[config.mk]
export PLATFORM = sky130hd
export DESIGN_NAME = dmem_ctrl_arb_flat
export DESIGN_NICKNAME = d
export VERILOG_FILES = /design/src/rtl/dmem_ctrl_pkg.sv /design/src/rtl/dmem_ctrl_arb_if.sv /design/src/rtl/dmem_rr_arb.sv /design/src/rtl/dmem_ctrl_arb.sv /design/src/flat_wrapper.sv
export SDC_FILE = /design/constraint.sdc
export NUM_CORES = 1
export LEC_CHECK = 0
export ABC_AREA = 0
export ABC_CLOCK_PERIOD_IN_PS = 4900
export CORE_MARGIN = 5
export CORE_UTILIZATION = 44
export DETAILED_ROUTE_END_ITERATION = 8
export HOLD_SLACK_MARGIN = 0.12
export PLACE_DENSITY = 0.85
export SLEW_MARGIN = 20
export SYNTH_ARGS = -nofsm -noshare
export SYNTH_HDL_FRONTEND = slang
export SYNTH_SLANG_ARGS = --single-unit
[constraint.sdc]
create_clock -name clk -period 4.9 [get_ports clk]
set_input_delay 0.49 -clock clk [delete_from_list [all_inputs] [get_ports clk]]
set_output_delay 0.49 -clock clk [all_outputs]
set_load 0.05 [all_outputs]
[src/rtl/dmem_ctrl_pkg.sv]
// Shared types and helpers for the data-memory controller/arbiter.
// Helpers work on the widest supported data path (64 bits) and callers truncate.
package dmem_ctrl_pkg;

  localparam int unsigned MaxDw = 64;
  localparam int unsigned MaxMw = MaxDw / 8;

  typedef enum logic [1:0] {
    SZ_B = 2'd0,
    SZ_H = 2'd1,
    SZ_W = 2'd2,
    SZ_D = 2'd3
  } size_e;

  typedef enum logic [1:0] {
    StIdle,
    StMem,
    StRsp
  } state_e;

  // An access is legal only if all of its bytes fit in one memory word.
  function automatic logic size_legal(size_e size, int unsigned mwidth);
    return (32'd1 << size) <= mwidth;
  endfunction

  function automatic logic [MaxMw-1:0] size_to_mask(size_e size, int unsigned mwidth);
    logic [MaxMw-1:0] mask;
    case (size)
      SZ_B:    mask = 8'h01;
      SZ_H:    mask = 8'h03;
      SZ_W:    mask = 8'h0f;
      default: mask = 8'hff;
    endcase
    if (!size_legal(size, mwidth)) begin
      mask = '0;
    end
    return mask;
  endfunction

  function automatic logic [MaxDw-1:0] extend_load(logic [MaxDw-1:0] data, size_e size,
                                                    logic is_signed);
    logic [MaxDw-1:0] res;
    case (size)
      SZ_B:    res = {{56{is_signed & data[7]}}, data[7:0]};
      SZ_H:    res = {{48{is_signed & data[15]}}, data[15:0]};
      SZ_W:    res = {{32{is_signed & data[31]}}, data[31:0]};
      default: res = data;
    endcase
    return res;
  endfunction

endpackage

[src/rtl/dmem_ctrl_arb_if.sv]
// Requester, response and memory-port signals of the data-memory controller.
// The controller uses the slave modport; requesters and the memory use master.
interface dmem_ctrl_arb_if #(
  parameter int unsigned NREQ   = 2,
  parameter int unsigned AWIDTH = 8,
  parameter int unsigned DWIDTH = 32
);
  localparam int unsigned MWIDTH = DWIDTH / 8;

  logic [NREQ-1:0]        req_valid;
  logic [NREQ-1:0]        req_ready;
  logic [NREQ-1:0]        req_we;
  logic [2*NREQ-1:0]      req_size;
  logic [NREQ-1:0]        req_signed;
  logic [AWIDTH*NREQ-1:0] req_addr;
  logic [DWIDTH*NREQ-1:0] req_wdata;

  logic [NREQ-1:0]        rsp_valid;
  logic [NREQ-1:0]        rsp_ready;
  logic [DWIDTH-1:0]      rsp_rdata;
  logic                   rsp_err;

  logic [AWIDTH-1:0]      mem_addr;
  logic                   mem_wen;
  logic [DWIDTH-1:0]      mem_wdata;
  logic [MWIDTH-1:0]      mem_wdata_mask;
  logic [DWIDTH-1:0]      mem_rdata;

  modport master (
    output req_valid, req_we, req_size, req_signed, req_addr, req_wdata, rsp_ready, mem_rdata,
    input  req_ready, rsp_valid, rsp_rdata, rsp_err, mem_addr, mem_wen, mem_wdata,
           mem_wdata_mask
  );

  modport slave (
    input  req_valid, req_we, req_size, req_signed, req_addr, req_wdata, rsp_ready, mem_rdata,
    output req_ready, rsp_valid, rsp_rdata, rsp_err, mem_addr, mem_wen, mem_wdata,
           mem_wdata_mask
  );

endinterface

[src/rtl/dmem_rr_arb.sv]
// Round-robin arbiter: priority starts just after the last granted index.
// The pointer only moves when upd_en is pulsed, so a grant can be held off freely.
module dmem_rr_arb #(
  parameter int unsigned NREQ = 2,
  localparam int unsigned IW  = $clog2(NREQ)
) (
  input  logic            clk,
  input  logic            rst_n,
  input  logic [NREQ-1:0] valid,
  input  logic            upd_en,
  input  logic [IW-1:0]   upd_idx,
  output logic [NREQ-1:0] grant,
  output logic [IW-1:0]   grant_idx,
  output logic            grant_any
);

  logic [IW-1:0] ptr_q;

  always_ff @(posedge clk or negedge rst_n) begin
    if (!rst_n) begin
      ptr_q <= IW'(NREQ - 1);
    end else if (upd_en) begin
      ptr_q <= upd_idx;
    end
  end

  always_comb begin
    int unsigned idx;
    idx       = 0;
    grant     = '0;
    grant_idx = '0;
    grant_any = 1'b0;
    for (int unsigned k = 1; k <= NREQ; k++) begin
      idx = 32'(ptr_q) + k;
      if (idx >= NREQ) begin
        idx = idx - NREQ;
      end
      if (!grant_any && valid[idx]) begin
        grant[idx] = 1'b1;
        grant_idx  = IW'(idx);
        grant_any  = 1'b1;
      end
    end
  end

endmodule

[src/rtl/dmem_ctrl_arb.sv]
// Data-memory controller: round-robin arbitration, IDLE/MEM/RSP sequencing, byte masks
// and load extension. Define DMEM_CTRL_ALIGN_CHECK_EN to reject misaligned addresses.
module dmem_ctrl_arb
  import dmem_ctrl_pkg::*;
#(
  parameter int unsigned NREQ   = 2,
  parameter int unsigned AWIDTH = 8,
  parameter int unsigned DWIDTH = 32
) (
  input logic             clk,
  input logic             rst_n,
  dmem_ctrl_arb_if.slave  bus
);

  localparam int unsigned MWIDTH = DWIDTH / 8;
  localparam int unsigned IW     = $clog2(NREQ);

  state_e            state_q;
  logic              cmd_we_q;
  size_e             cmd_size_q;
  logic              cmd_sgn_q;
  logic              cmd_err_q;
  logic [IW-1:0]     cmd_idx_q;

  logic [AWIDTH-1:0] mem_addr_q;
  logic              mem_wen_q;
  logic [DWIDTH-1:0] mem_wdata_q;
  logic [MWIDTH-1:0] mem_mask_q;
  logic [NREQ-1:0]   rsp_valid_q;
  logic [DWIDTH-1:0] rsp_rdata_q;
  logic              rsp_err_q;

  logic [NREQ-1:0]   grant;
  logic [IW-1:0]     grant_idx;
  logic              grant_any;
  logic              rsp_hs;

  logic              sel_we;
  size_e             sel_size;
  logic              sel_sgn;
  logic [AWIDTH-1:0] sel_addr;
  logic [DWIDTH-1:0] sel_wdata;
  logic              sel_misal;
  logic              sel_err;

  assign rsp_hs = (state_q == StRsp) && bus.rsp_ready[cmd_idx_q];

  dmem_rr_arb #(
    .NREQ(NREQ)
  ) u_arb (
    .clk      (clk),
    .rst_n    (rst_n),
    .valid    (bus.req_valid),
    .upd_en   (rsp_hs),
    .upd_idx  (cmd_idx_q),
    .grant    (grant),
    .grant_idx(grant_idx),
    .grant_any(grant_any)
  );

  assign sel_we    = bus.req_we[grant_idx];
  assign sel_size  = size_e'(bus.req_size[2*grant_idx +: 2]);
  assign sel_sgn   = bus.req_signed[grant_idx];
  assign sel_addr  = bus.req_addr[AWIDTH*grant_idx +: AWIDTH];
  assign sel_wdata = bus.req_wdata[DWIDTH*grant_idx +: DWIDTH];

`ifdef DMEM_CTRL_ALIGN_CHECK_EN
  assign sel_misal = |(sel_addr & AWIDTH'(MWIDTH - 1));
`else
  assign sel_misal = 1'b0;
`endif

  assign sel_err = !size_legal(sel_size, MWIDTH) || sel_misal;

  // Gated by reset so the ready is low while rst_n is held, even with requests pending.
  assign bus.req_ready      = grant & {NREQ{rst_n && (state_q == StIdle)}};
  assign bus.rsp_valid      = rsp_valid_q;
  assign bus.rsp_rdata      = rsp_rdata_q;
  assign bus.rsp_err        = rsp_err_q;
  assign bus.mem_addr       = mem_addr_q;
  assign bus.mem_wen        = mem_wen_q;
  assign bus.mem_wdata      = mem_wdata_q;
  assign bus.mem_wdata_mask = mem_mask_q;

  always_ff @(posedge clk or negedge rst_n) begin
    if (!rst_n) begin
      state_q     <= StIdle;
      cmd_we_q    <= 1'b0;
      cmd_size_q  <= SZ_B;
      cmd_sgn_q   <= 1'b0;
      cmd_err_q   <= 1'b0;
      cmd_idx_q   <= '0;
      mem_addr_q  <= '0;
      mem_wen_q   <= 1'b0;
      mem_wdata_q <= '0;
      mem_mask_q  <= '0;
      rsp_valid_q <= '0;
      rsp_rdata_q <= '0;
      rsp_err_q   <= 1'b0;
    end else begin
      unique case (state_q)
        StIdle: begin
          if (grant_any) begin
            cmd_we_q   <= sel_we;
            cmd_size_q <= sel_size;
            cmd_sgn_q  <= sel_sgn;
            cmd_err_q  <= sel_err;
            cmd_idx_q  <= grant_idx;
            // Rejected accesses never reach the memory port, not even the address.
            if (!sel_err) begin
              mem_addr_q <= sel_addr;
              if (sel_we) begin
                mem_wdata_q <= sel_wdata;
                mem_wen_q   <= 1'b1;
                mem_mask_q  <= MWIDTH'(size_to_mask(sel_size, MWIDTH));
              end
            end
            state_q <= StMem;
          end
        end
        StMem: begin
          mem_wen_q   <= 1'b0;
          mem_mask_q  <= '0;
          rsp_err_q   <= cmd_err_q;
          rsp_valid_q <= NREQ'(1) << cmd_idx_q;
          if (cmd_err_q || cmd_we_q) begin
            rsp_rdata_q <= '0;
          end else begin
            rsp_rdata_q <= DWIDTH'(extend_load(MaxDw'(bus.mem_rdata), cmd_size_q, cmd_sgn_q));
          end
          state_q <= StRsp;
        end
        StRsp: begin
          if (bus.rsp_ready[cmd_idx_q]) begin
            rsp_valid_q <= '0;
            state_q     <= StIdle;
          end
        end
        default: state_q <= StIdle;
      endcase
    end
  end

endmodule

[src/flat_wrapper.sv]
// flat-port wrapper written by rule: the top's interface ports become plain ports
module dmem_ctrl_arb_flat import dmem_ctrl_pkg::*;
#(
  parameter int unsigned NREQ   = 2,
  parameter int unsigned AWIDTH = 8,
  parameter int unsigned DWIDTH = 32
)
  (clk, rst_n, bus_req_valid, bus_req_we, bus_req_size, bus_req_signed, bus_req_addr, bus_req_wdata, bus_rsp_ready, bus_mem_rdata, bus_req_ready, bus_rsp_valid, bus_rsp_rdata, bus_rsp_err, bus_mem_addr, bus_mem_wen, bus_mem_wdata, bus_mem_wdata_mask);
  dmem_ctrl_arb_if #(.NREQ(NREQ), .AWIDTH(AWIDTH), .DWIDTH(DWIDTH)) bus_i ();
  input logic clk;
  input logic rst_n;
  input wire logic [$bits(bus_i.req_valid)-1:0] bus_req_valid;
  input wire logic [$bits(bus_i.req_we)-1:0] bus_req_we;
  input wire logic [$bits(bus_i.req_size)-1:0] bus_req_size;
  input wire logic [$bits(bus_i.req_signed)-1:0] bus_req_signed;
  input wire logic [$bits(bus_i.req_addr)-1:0] bus_req_addr;
  input wire logic [$bits(bus_i.req_wdata)-1:0] bus_req_wdata;
  input wire logic [$bits(bus_i.rsp_ready)-1:0] bus_rsp_ready;
  input wire logic [$bits(bus_i.mem_rdata)-1:0] bus_mem_rdata;
  output wire logic [$bits(bus_i.req_ready)-1:0] bus_req_ready;
  output wire logic [$bits(bus_i.rsp_valid)-1:0] bus_rsp_valid;
  output wire logic [$bits(bus_i.rsp_rdata)-1:0] bus_rsp_rdata;
  output wire logic [$bits(bus_i.rsp_err)-1:0] bus_rsp_err;
  output wire logic [$bits(bus_i.mem_addr)-1:0] bus_mem_addr;
  output wire logic [$bits(bus_i.mem_wen)-1:0] bus_mem_wen;
  output wire logic [$bits(bus_i.mem_wdata)-1:0] bus_mem_wdata;
  output wire logic [$bits(bus_i.mem_wdata_mask)-1:0] bus_mem_wdata_mask;
  assign bus_i.req_valid = bus_req_valid;
  assign bus_i.req_we = bus_req_we;
  assign bus_i.req_size = bus_req_size;
  assign bus_i.req_signed = bus_req_signed;
  assign bus_i.req_addr = bus_req_addr;
  assign bus_i.req_wdata = bus_req_wdata;
  assign bus_i.rsp_ready = bus_rsp_ready;
  assign bus_i.mem_rdata = bus_mem_rdata;
  assign bus_req_ready = bus_i.req_ready;
  assign bus_rsp_valid = bus_i.rsp_valid;
  assign bus_rsp_rdata = bus_i.rsp_rdata;
  assign bus_rsp_err = bus_i.rsp_err;
  assign bus_mem_addr = bus_i.mem_addr;
  assign bus_mem_wen = bus_i.mem_wen;
  assign bus_mem_wdata = bus_i.mem_wdata;
  assign bus_mem_wdata_mask = bus_i.mem_wdata_mask;
  dmem_ctrl_arb #(.NREQ(NREQ), .AWIDTH(AWIDTH), .DWIDTH(DWIDTH)) u_core (.clk(clk), .rst_n(rst_n), .bus(bus_i));
endmodule
* Word-level counts from Yosys, hierarchy flattened *
Index checks and enable logic that the tools add are counted.

cells by class
  add/subtract/negate cells = 4
  magnitude comparators = 9
  equality and inequality tests = 10
  shift operators = 5
  multiplexer cells = 37
  bitwise gates (word level) = 4
  reductions and logical operators = 19

operator list
  kind                  number
  $mux 32               3
  $pmux 32 s3           1
  $ge 32x1->1 const B   2
  $lt 32x2->1 const B   2
  $shiftx 64x7->32      1
  $le 32x3->1 const B   1
  $shl 1x2->32 const A  1
  $mux 1                19
  $shiftx 16x5->8       1
  $mux 4                3
  $pmux 4 s3            1
  $mux 2                4
  $pmux 4 s2            1
  $reduce_and 4->1      2
  $eq 2x1->1 const B    3
  $eq 2x2->1 const B    3
  $logic_not 2->1       3
  $ne 2x1->1 const B    3
  $pmux 2 s3            1
  $reduce_and 2->1      3
  $logic_and 1x1->1     5
  $lt 1x2->1 const B    2
  $pmux 2 s2            1
  $reduce_bool 2->1     2
  17 further kinds      20

word-level totals
  flip-flop bits (word level) = 89
  input port bits = 126
  word-level logic and storage cells = 102

* Depth between registers and ports, before layout *
Gate-level depths: netlist of the first run.

  depth after elaboration = 16
  mapped depth = 7

* Hierarchy *
Synthesis of the first run repeated with hierarchy kept, for this count alone.

second synthesis, totals
  cells, all modules = 349
  area total of the unflattened synthesis = 3986.3 µm²

modules (own cells, without submodules)
  module         times used  cells an instance  area each (µm²)  sequential area each (µm²)
  dmem_ctrl_arb  1           341                3918.8           2152.1
  dmem_rr_arb    1           8                  67.6             26.3

* Worst setup path before layout of the first run *
Ideal clock, no wire load.

  kind = input -> output
  start = input bus_req_valid[1]
  end = output bus_req_ready[1]
  arrival time = 1702 ps
  required time = 4410 ps
  path slack = 2708 ps
  stages on the path = 5
  buffers on the path = 3
  path through = a21boi_4 > buf_6 > buf_6 > buf_4 > and3_1

on the way
  word-level cells in the longest chain between the ends = 7
  elaborated cells on any way between the ends = 11
  classes of those cells = 7 x mux; 2 x bitwise; 2 x reduce/logical

RTL lines
  what                                       line                 RTL
  start: declaration                         flat_wrapper.sv:12   input wire logic [$bits(bus_i.req_valid)-1:0] bus_req_valid;
  $mux 1 (implied by the code) (2 in a row)  dmem_rr_arb.sv:38    if (!grant_any && valid[idx]) begin
  $mux 1                                     dmem_rr_arb.sv:38
  $logic_not 1->1                            dmem_rr_arb.sv:38
  $logic_and 1x1->1                          dmem_rr_arb.sv:38
  $mux 2 *                                   dmem_rr_arb.sv:38
  $and 2x2->2 *                              dmem_ctrl_arb.sv:76  assign bus.req_ready = grant & {NREQ{rst_n && (state_q == StIdle)}};
  end: declaration                           flat_wrapper.sv:20   output wire logic [$bits(bus_i.req_ready)-1:0] bus_req_ready;

Mark *: on every way between the ends. The rest lies on a longest branch, timed or not. The select of a mux whose other input is x is not followed.

* Worst setup path after layout of the first run *
  start = input bus_req_valid[0]
  end = output bus_req_ready[1]

Same word-level chain as after synthesis.

==> flow_metrics.py, run 1 <==
metrics = {
    "synth": {
        "synth_area_per_cell_sq_um": 11.27,
        "synth_cell_types": 35,
        "synth_cells": 368,
        "syn_area_sq_um": 4146,
        "syn-num-nets": 494,
        "yosysWarningCount": 0,
        "ys_seq_area_share_pct": 52.53,
        "ys_ff_latch": 87,
    },
    "timing": {
        "rsz0062_at_grt": "no",
        "setup_viol": 0,
        "finalHoldViolCount": 0,
        "fin_skew_ps": 20.61,
        "fmax_ghz": 0.3374,
        "min_period_ps": 2964,
        "setup_tns_ps": 0,
        "worst_pin_slew_ps": 1067,
        "slew_headroom_pct": 28.90,
        "finalCritPeriodShare_pct": 60.49,
        "slew_violations": 0,
    },
    "min_path": {
        "min_path_type": "in -> async",
    },
    "detailed_routing": {
        "antenna_left": 0,
        "vias": 3789,
        "drc": 0,
        "routedWlPerCell_um": 18.83,
        "drt_iter0_drc": 182,
        "dr.pass1.iters": 4,
        "routed_wl_mm": 12.65,
        "vias_per_cell": 5.638,
    },
    "floorplanning": {
        "placeableCoreArea_sq_um": 9196,
        "ios": 208,
        "fp.dieH_um": 107.1,
        "die_w_um": 107.1,
        "initial_core_util_pct": 45.09,
        "fp.dieArea_sq_um": 11470,
        "fp-row-count": 35,
    },
    "run_status": {
        "status": "complete, no violations",
    },
    "clocking": {
        "cts_buffer_depth": 2,
        "cts_setup_buffers": 0,
        "clockRootBuffer": "clkbuf_8",
        "cts_tree": "done",
        "htreeDepth": 3,
        "cts-resized-gates": 0,
        "holdBufCountCts": 0,
        "clkSinkCount": 87,
        "cts.reportedPaths.clkPinSlew_ps": 90,
        "clock_latency_ps": 350,
        "cts_buffers": 9,
    },
    "run": {
        "drv_cap": 0,
    },
    "global_routing": {
        "grt_pass1_vias": 3919,
        "overflow": 0,
        "antenna_found_initial": 0,
        "grt_max_degree": 88,
        "track_usage_pct": 21.72,
        "grt_pass1_wl_mm": 19.86,
    },
    "setup_path": {
        "worst-path-max-fanout": 12,
        "start_kind": "input pin",
        "crit_required_ps": 4410,
        "critPathArrivalTime_ps": 2470,
        "crit_type": "in -> out",
        "end_kind": "output port",
    },
    "place": {
        "gp_congestion": 0.8104,
        "dp_hpwl_mm": 9.315,
        "portBuffers": 207,
    },
    "pwr": {
        "powerDensity_nw_per_um2": 699.5,
        "p_total_mw": 4.492,
        "combPwrFrac_pct": 58.1,
        "p_seq_share_pct": 29.5,
        "net-switching-power_mw": 2.205,
        "power.leakage_nw": 2.722,
        "p_int_mw": 2.287,
        "clkPwrFrac_pct": 12.4,
        "irDropWorstVdd_v": 0.0003262,
        "power_switching_share_pct": 49.08,
    },
    "layout": {
        "final_util_pct": 69.82,
        "drive_above_1_share_pct": 8.556,
        "diodes": 0,
        "layout.nets": 682,
        "synthToLayoutAreaGrowth_pct": 54.86,
    },
}
-- cells in the final DEF (no fill, tap or decap), types with 7 or more instances in the layout --
| cell | instances |
|---|---|
| a21oi_1 | 38 |
| o21ai_0 | 15 |
| nor2_1 | 7 |
| nand2_1 | 21 |
| dfrtp_1 | 86 |
| a31oi_1 | 33 |
| clkdlybuf4s50_1 | 206 |
| mux2i_1 | 37 |
| mux2_2 | 17 |
| clkbuf_8 | 10 |
| a22o_1 | 34 |
| nand2b_1 | 20 |
-- cells by family after synthesis --
group                  count (synthesis)  share of synthesized area [%]
AOI/OAI and AO/OA                    127                          20.43
DFF                                   87                          52.53
muxes                                 55                          13.91
and+or+nand+nor                       61                          7.936
buffers and inverters                 38                          5.190
-- cells in the mapped netlist --
library cell	number	area, sq um
nor2b_1	2	12.51
nand2b_4	1	13.76
nand2b_1	20	125.1
mux2_2	17	191.4
a21oi_1	38	190.2
a32oi_1	1	8.760
mux2_4	1	15.01
nor3_4	1	16.27
inv_1	3	11.26
a32o_1	1	10.01
buf_6	6	67.56
or4_1	1	7.510
nand4_1	1	6.260
dfstp_2	1	26.28
a211oi_1	1	7.510
mux2i_1	37	370.4
o221ai_1	1	8.760
buf_2	6	30.03
buf_4	3	22.52
clkbuf_1	17	63.81
and3_1	2	12.51
o21ai_0	15	75.07
a22o_1	34	297.8
o221ai_2	1	15.01
and4_2	1	10.01
dfrtp_1	86	2152
nand2_1	21	78.83
nand3_1	2	10.01
a221oi_1	1	8.760
nor2_2	1	6.260
clkbuf_2	1	5.000
a31oi_1	33	206.5
a21boi_4	1	18.77
clkbuf_4	2	15.01
nor2_1	8	30.03
-- layer usage --
layer	track usage (%)	share of wire [%]
met1	26.64	40
met2	38.03	51
met3	4.636	7.3
met4	6.941	2.0
met5	0	0
-- metrics by stage --
step	area [sq um]	hold slack, ps	cells	worst slack [ps]
2_1_floorplan	4146	194.4	368	2708
3_3_place_gp	6191	462.3	656	1794
3_5_place_dp	6191	470.0	656	1656
4_1_cts	6415	481.8	672	1937
5_1_grt	6421	373.1	672	1820
6_report	6421	300.1	672	1936
-- path summary, 6_finish.rpt --
| path | cells past startpoint | endpoint | from | slack (ps) |
|---|---|---|---|---|
| hold / removal | 2 | u_core.bus.mem_addr[0]$_DFFE_PN0P_ | rst_n | 300 |
| setup / recovery | 4 | bus_req_ready[1] | bus_req_valid[0] | 1940 |
| min in group clk | 1 | u_core.bus.rsp_rdata[31]$_DFFE_PN0N_ | u_core.bus.rsp_rdata[31]$_DFFE_PN0N_ | 510 |
| setup reg to reg | 5 | u_core.bus.mem_wdata[17]$_DFFE_PN0P_ | u_core.u_arb.ptr_q$_DFFE_PN1P_ | 2300 |
| max in group asynchronous | 2 | u_core.cmd_idx_q$_DFFE_PN0P_ | rst_n | 4060 |
| hold reg to reg | 1 | u_core.bus.rsp_rdata[31]$_DFFE_PN0N_ | u_core.bus.rsp_rdata[31]$_DFFE_PN0N_ | 510 |
-- cell type report --
type                    instances  area (sq um)
well taps                     111         138.9
multi-input cells             243          1758
flip-flops and latches         87          2178
inverters                       3         11.26
fillers                       695          2775
clock buffers                  11         141.4
clock inverters                 5         82.58
repair buffers                212          2111
-- sequential cells by signal, summed over array words and instances (netlist names) --
name and flops:
u_core.cmd_size_q 2, u_core.bus.rsp_rdata 32, u_core.cmd_we_q 1, u_core.state_q 2
u_core.bus.mem_addr 8, u_core.u_arb.ptr_q 1, u_core.cmd_sgn_q 1, u_core.bus.mem_wdata 32
u_core.bus.rsp_valid 2, u_core.cmd_err_q 1, u_core.cmd_idx_q 1, u_core.bus.mem_wdata_mask 3
u_core.bus.rsp_err 1
-- power by group through the flow --
stage	clock network, mW	logic (mW)	registers [mW]
after floorplan	0	0.789	2.25
after detailed placement	0	2.62	1.32
after CTS	0.562	2.63	1.32
after global routing	0.588	2.75	1.37
final	0.558	2.61	1.32
after global placement	0	2.57	1.31
-- critical path, stage by stage --
cell,delay [ps]
clkdlybuf4s50_1,520
a21boi_4,430
and3_1,220
clkdlybuf4s50_1,810
No activity file was read; power rests on OpenSTA's default activity.
==> inputs of run 2 (changes only) <==
--- a/config.mk
+++ b/config.mk
@@ -6,12 +6,12 @@
 export NUM_CORES = 1
 export LEC_CHECK = 0
 export ABC_AREA = 0
-export ABC_CLOCK_PERIOD_IN_PS = 4900
+export ABC_CLOCK_PERIOD_IN_PS = 3000
 export CORE_MARGIN = 5
-export CORE_UTILIZATION = 44
+export CORE_UTILIZATION = 40
 export DETAILED_ROUTE_END_ITERATION = 8
 export HOLD_SLACK_MARGIN = 0.12
-export PLACE_DENSITY = 0.85
+export PLACE_DENSITY = 0.78
 export SLEW_MARGIN = 20
 export SYNTH_ARGS = -nofsm -noshare
 export SYNTH_HDL_FRONTEND = slang
==> constraint.sdc (replaced) <==
create_clock -name clk -period 3 [get_ports clk]
set_input_delay 0.3 -clock clk [delete_from_list [all_inputs] [get_ports clk]]
set_output_delay 0.3 -clock clk [all_outputs]
set_load 0.05 [all_outputs]
==> flow_metrics.py, run 2 (synthesis gave the netlist of run 1 again) <==
metrics = {
    "floorplanning": {
        "fp-row-count": 37,
        "fp.dieArea_sq_um": 12500,
        "placeableCoreArea_sq_um": 10230,
        "initial_core_util_pct": 40.53,
        "die_w_um": 111.8,
        "ios": 208,
        "fp.dieH_um": 111.8,
    },
    "clocking": {
        "cts_tree": "done",
        "cts.reportedPaths.clkPinSlew_ps": 90,
        "cts-resized-gates": 0,
        "clockRootBuffer": "clkbuf_8",
        "cts_buffers": 9,
        "clock_latency_ps": 360,
        "htreeDepth": 3,
        "cts_buffer_depth": 2,
        "clkSinkCount": 87,
    },
    "pwr": {
        "powerDensity_nw_per_um2": 1114,
        "combPwrFrac_pct": 59.6,
        "p_int_mw": 3.597,
        "power.leakage_nw": 2.740,
        "irDropWorstVdd_v": 0.0005733,
        "net-switching-power_mw": 3.607,
        "p_seq_share_pct": 29.7,
        "power_switching_share_pct": 50.07,
        "clkPwrFrac_pct": 10.8,
    },
    "layout": {
        "finalNonFillerCells": 705,
        "drive_above_1_share_pct": 10.19,
        "layout_common_cells": "clkdlybuf4s50_1, dfrtp_1, a21oi_1",
        "diodes": 0,
        "final_common_cell": "clkdlybuf4s50_1",
        "synthToLayoutAreaGrowth_pct": 56.00,
        "final_util_pct": 63.23,
        "layout.nets": 690,
        "fillers": 823,
    },
    "detailed_routing": {
        "routedWlPerCell_um": 17.96,
        "vias_per_cell": 5.292,
        "vias": 3731,
        "drc": 0,
        "antenna_left": 0,
        "routed_wl_mm": 12.66,
        "drt_iter0_drc": 211,
        "dr.pass1.iters": 4,
    },
    "setup_path": {
        "worst-path-max-fanout": 14,
        "crit_required_ps": 2700,
        "start_kind": "flip-flop",
        "critPathArrivalTime_ps": 2090,
        "end_kind": "output port",
        "crit_type": "reg -> out",
    },
    "timing": {
        "slew_violations": 0,
        "fmax_ghz": 0.4192,
        "min_period_ps": 2385,
        "rsz0062_at_grt": "no",
        "setup_viol": 0,
        "finalCritPeriodShare_pct": 79.51,
        "slew_headroom_pct": 45.39,
        "setup_tns_ps": 0,
        "fin_skew_ps": 9.624,
        "finalHoldViolCount": 0,
        "worst_pin_slew_ps": 819.2,
    },
    "place": {
        "dp.cells": 688,
        "portBuffers": 207,
        "dp_hpwl_mm": 9.616,
        "gp_congestion": 0.8517,
    },
    "run": {
        "drv_cap": 0,
    },
    "global_routing": {
        "grt_pass1_vias": 3922,
        "overflow": 0,
        "grt_use_met3_pct": 6.685,
        "grt_pass1_wl_mm": 20.23,
        "use_met2_pct": 33.73,
        "antenna_found_initial": 0,
        "top_usage_layer": "met2",
        "track_usage_pct": 20.14,
        "use_met1_pct": 24.95,
        "grt_max_degree": 39,
    },
    "run_status": {
        "status": "complete, no violations",
    },
    "min_path": {
        "min_path_type": "in -> async",
    },
}
[run 2: cell count changes in the layout (fill, tap and decap cells not counted), moves of 2 or more]
cell	before	now
bufinv_16	2	0
buf_4	5	15
clkinvlp_4	0	2
inv_6	0	3
clkdlybuf4s50_1	206	204
[run 2: area by class of cell]
cell class / instances / area (sq um) / area share (%)
tap: 136 / 170.2 / 2.631
sequential: 87 / 2178 / 33.68
multi-input combinational: 243 / 1757 / 27.16
clock inverter: 6 / 50.05 / 0.7737
inverter: 3 / 11.26 / 0.1741
clock buffer: 10 / 137.6 / 2.128
timing repair buffer: 220 / 2165 / 33.46
[run 2: per-layer routing]
| layer | wire length (um) | vias up | part of all wire, % |
|---|---|---|---|
| li1 | - | 1747 | - |
| met2 | 6202 | 165 | 49 |
| met4 | 223 | 0 | 1.8 |
| met5 | 0 | - | 0 |
| met3 | 902 | 18 | 7.1 |
| met1 | 5335 | 1801 | 42 |
[run 2: critical path: stages, from the launching register on]
cell     delay, ps
dfrtp_1        540
nor2_2         470
buf_4          280
and4_2         230
buf_4          200
[run 2: final timing paths]
path                                                start                                  end  slack, ps  depth (start not counted)
min                                                 rst_n  u_core.bus.rsp_rdata[1]$_DFFE_PN0N_        430                          2
max                         u_core.state_q[0]$_DFFE_PN0P_                     bus_req_ready[0]        610                          4
min in group clk           u_core.bus.rsp_err$_DFFE_PN0N_       u_core.bus.rsp_err$_DFFE_PN0N_        480                          2
min reg2reg                u_core.bus.rsp_err$_DFFE_PN0N_       u_core.bus.rsp_err$_DFFE_PN0N_        480                          2
max in group asynchronous                           rst_n  u_core.bus.mem_wdata[0]$_DFFE_PN0P_       1720                          3
max reg2reg                 u_core.state_q[0]$_DFFE_PN0P_   u_core.bus.mem_addr[1]$_DFFE_PN0P_        730                          5
[run 2: timing repair]
| item | CTS | global route |
|---|---|---|
| hold buffers | 1 | 0 |
| setup buffers | 0 | 0 |
| endpoints found under the hold margin | 30 | 0 |
[run 2: power groups by stage]
stage | logic, mW | registers [mW] | clock network, mW
finish | 4.29 | 2.14 | 0.775
global route | 4.50 | 2.22 | 0.850
CTS | 4.32 | 2.14 | 0.800
detailed placement | 4.32 | 2.16 | 0
global placement | 4.25 | 2.13 | 0
floorplan | 1.29 | 3.67 | 0
[run 2: per-stage QoR]
stage / area, sq um / setup WS, ps / total power [mW] / hold WS (ps)
finish: 6469 / 614.7 / 7.203 / 433.6
global route: 6469 / 454.8 / 7.574 / 461.9
CTS: 6467 / 593.2 / 7.268 / 429.7
detailed placement: 6270 / 226.4 / 6.474 / 289.3
global placement: 6270 / 347.0 / 6.379 / 279.7
floorplan: 4146 / 1144 / 4.962 / 4.409
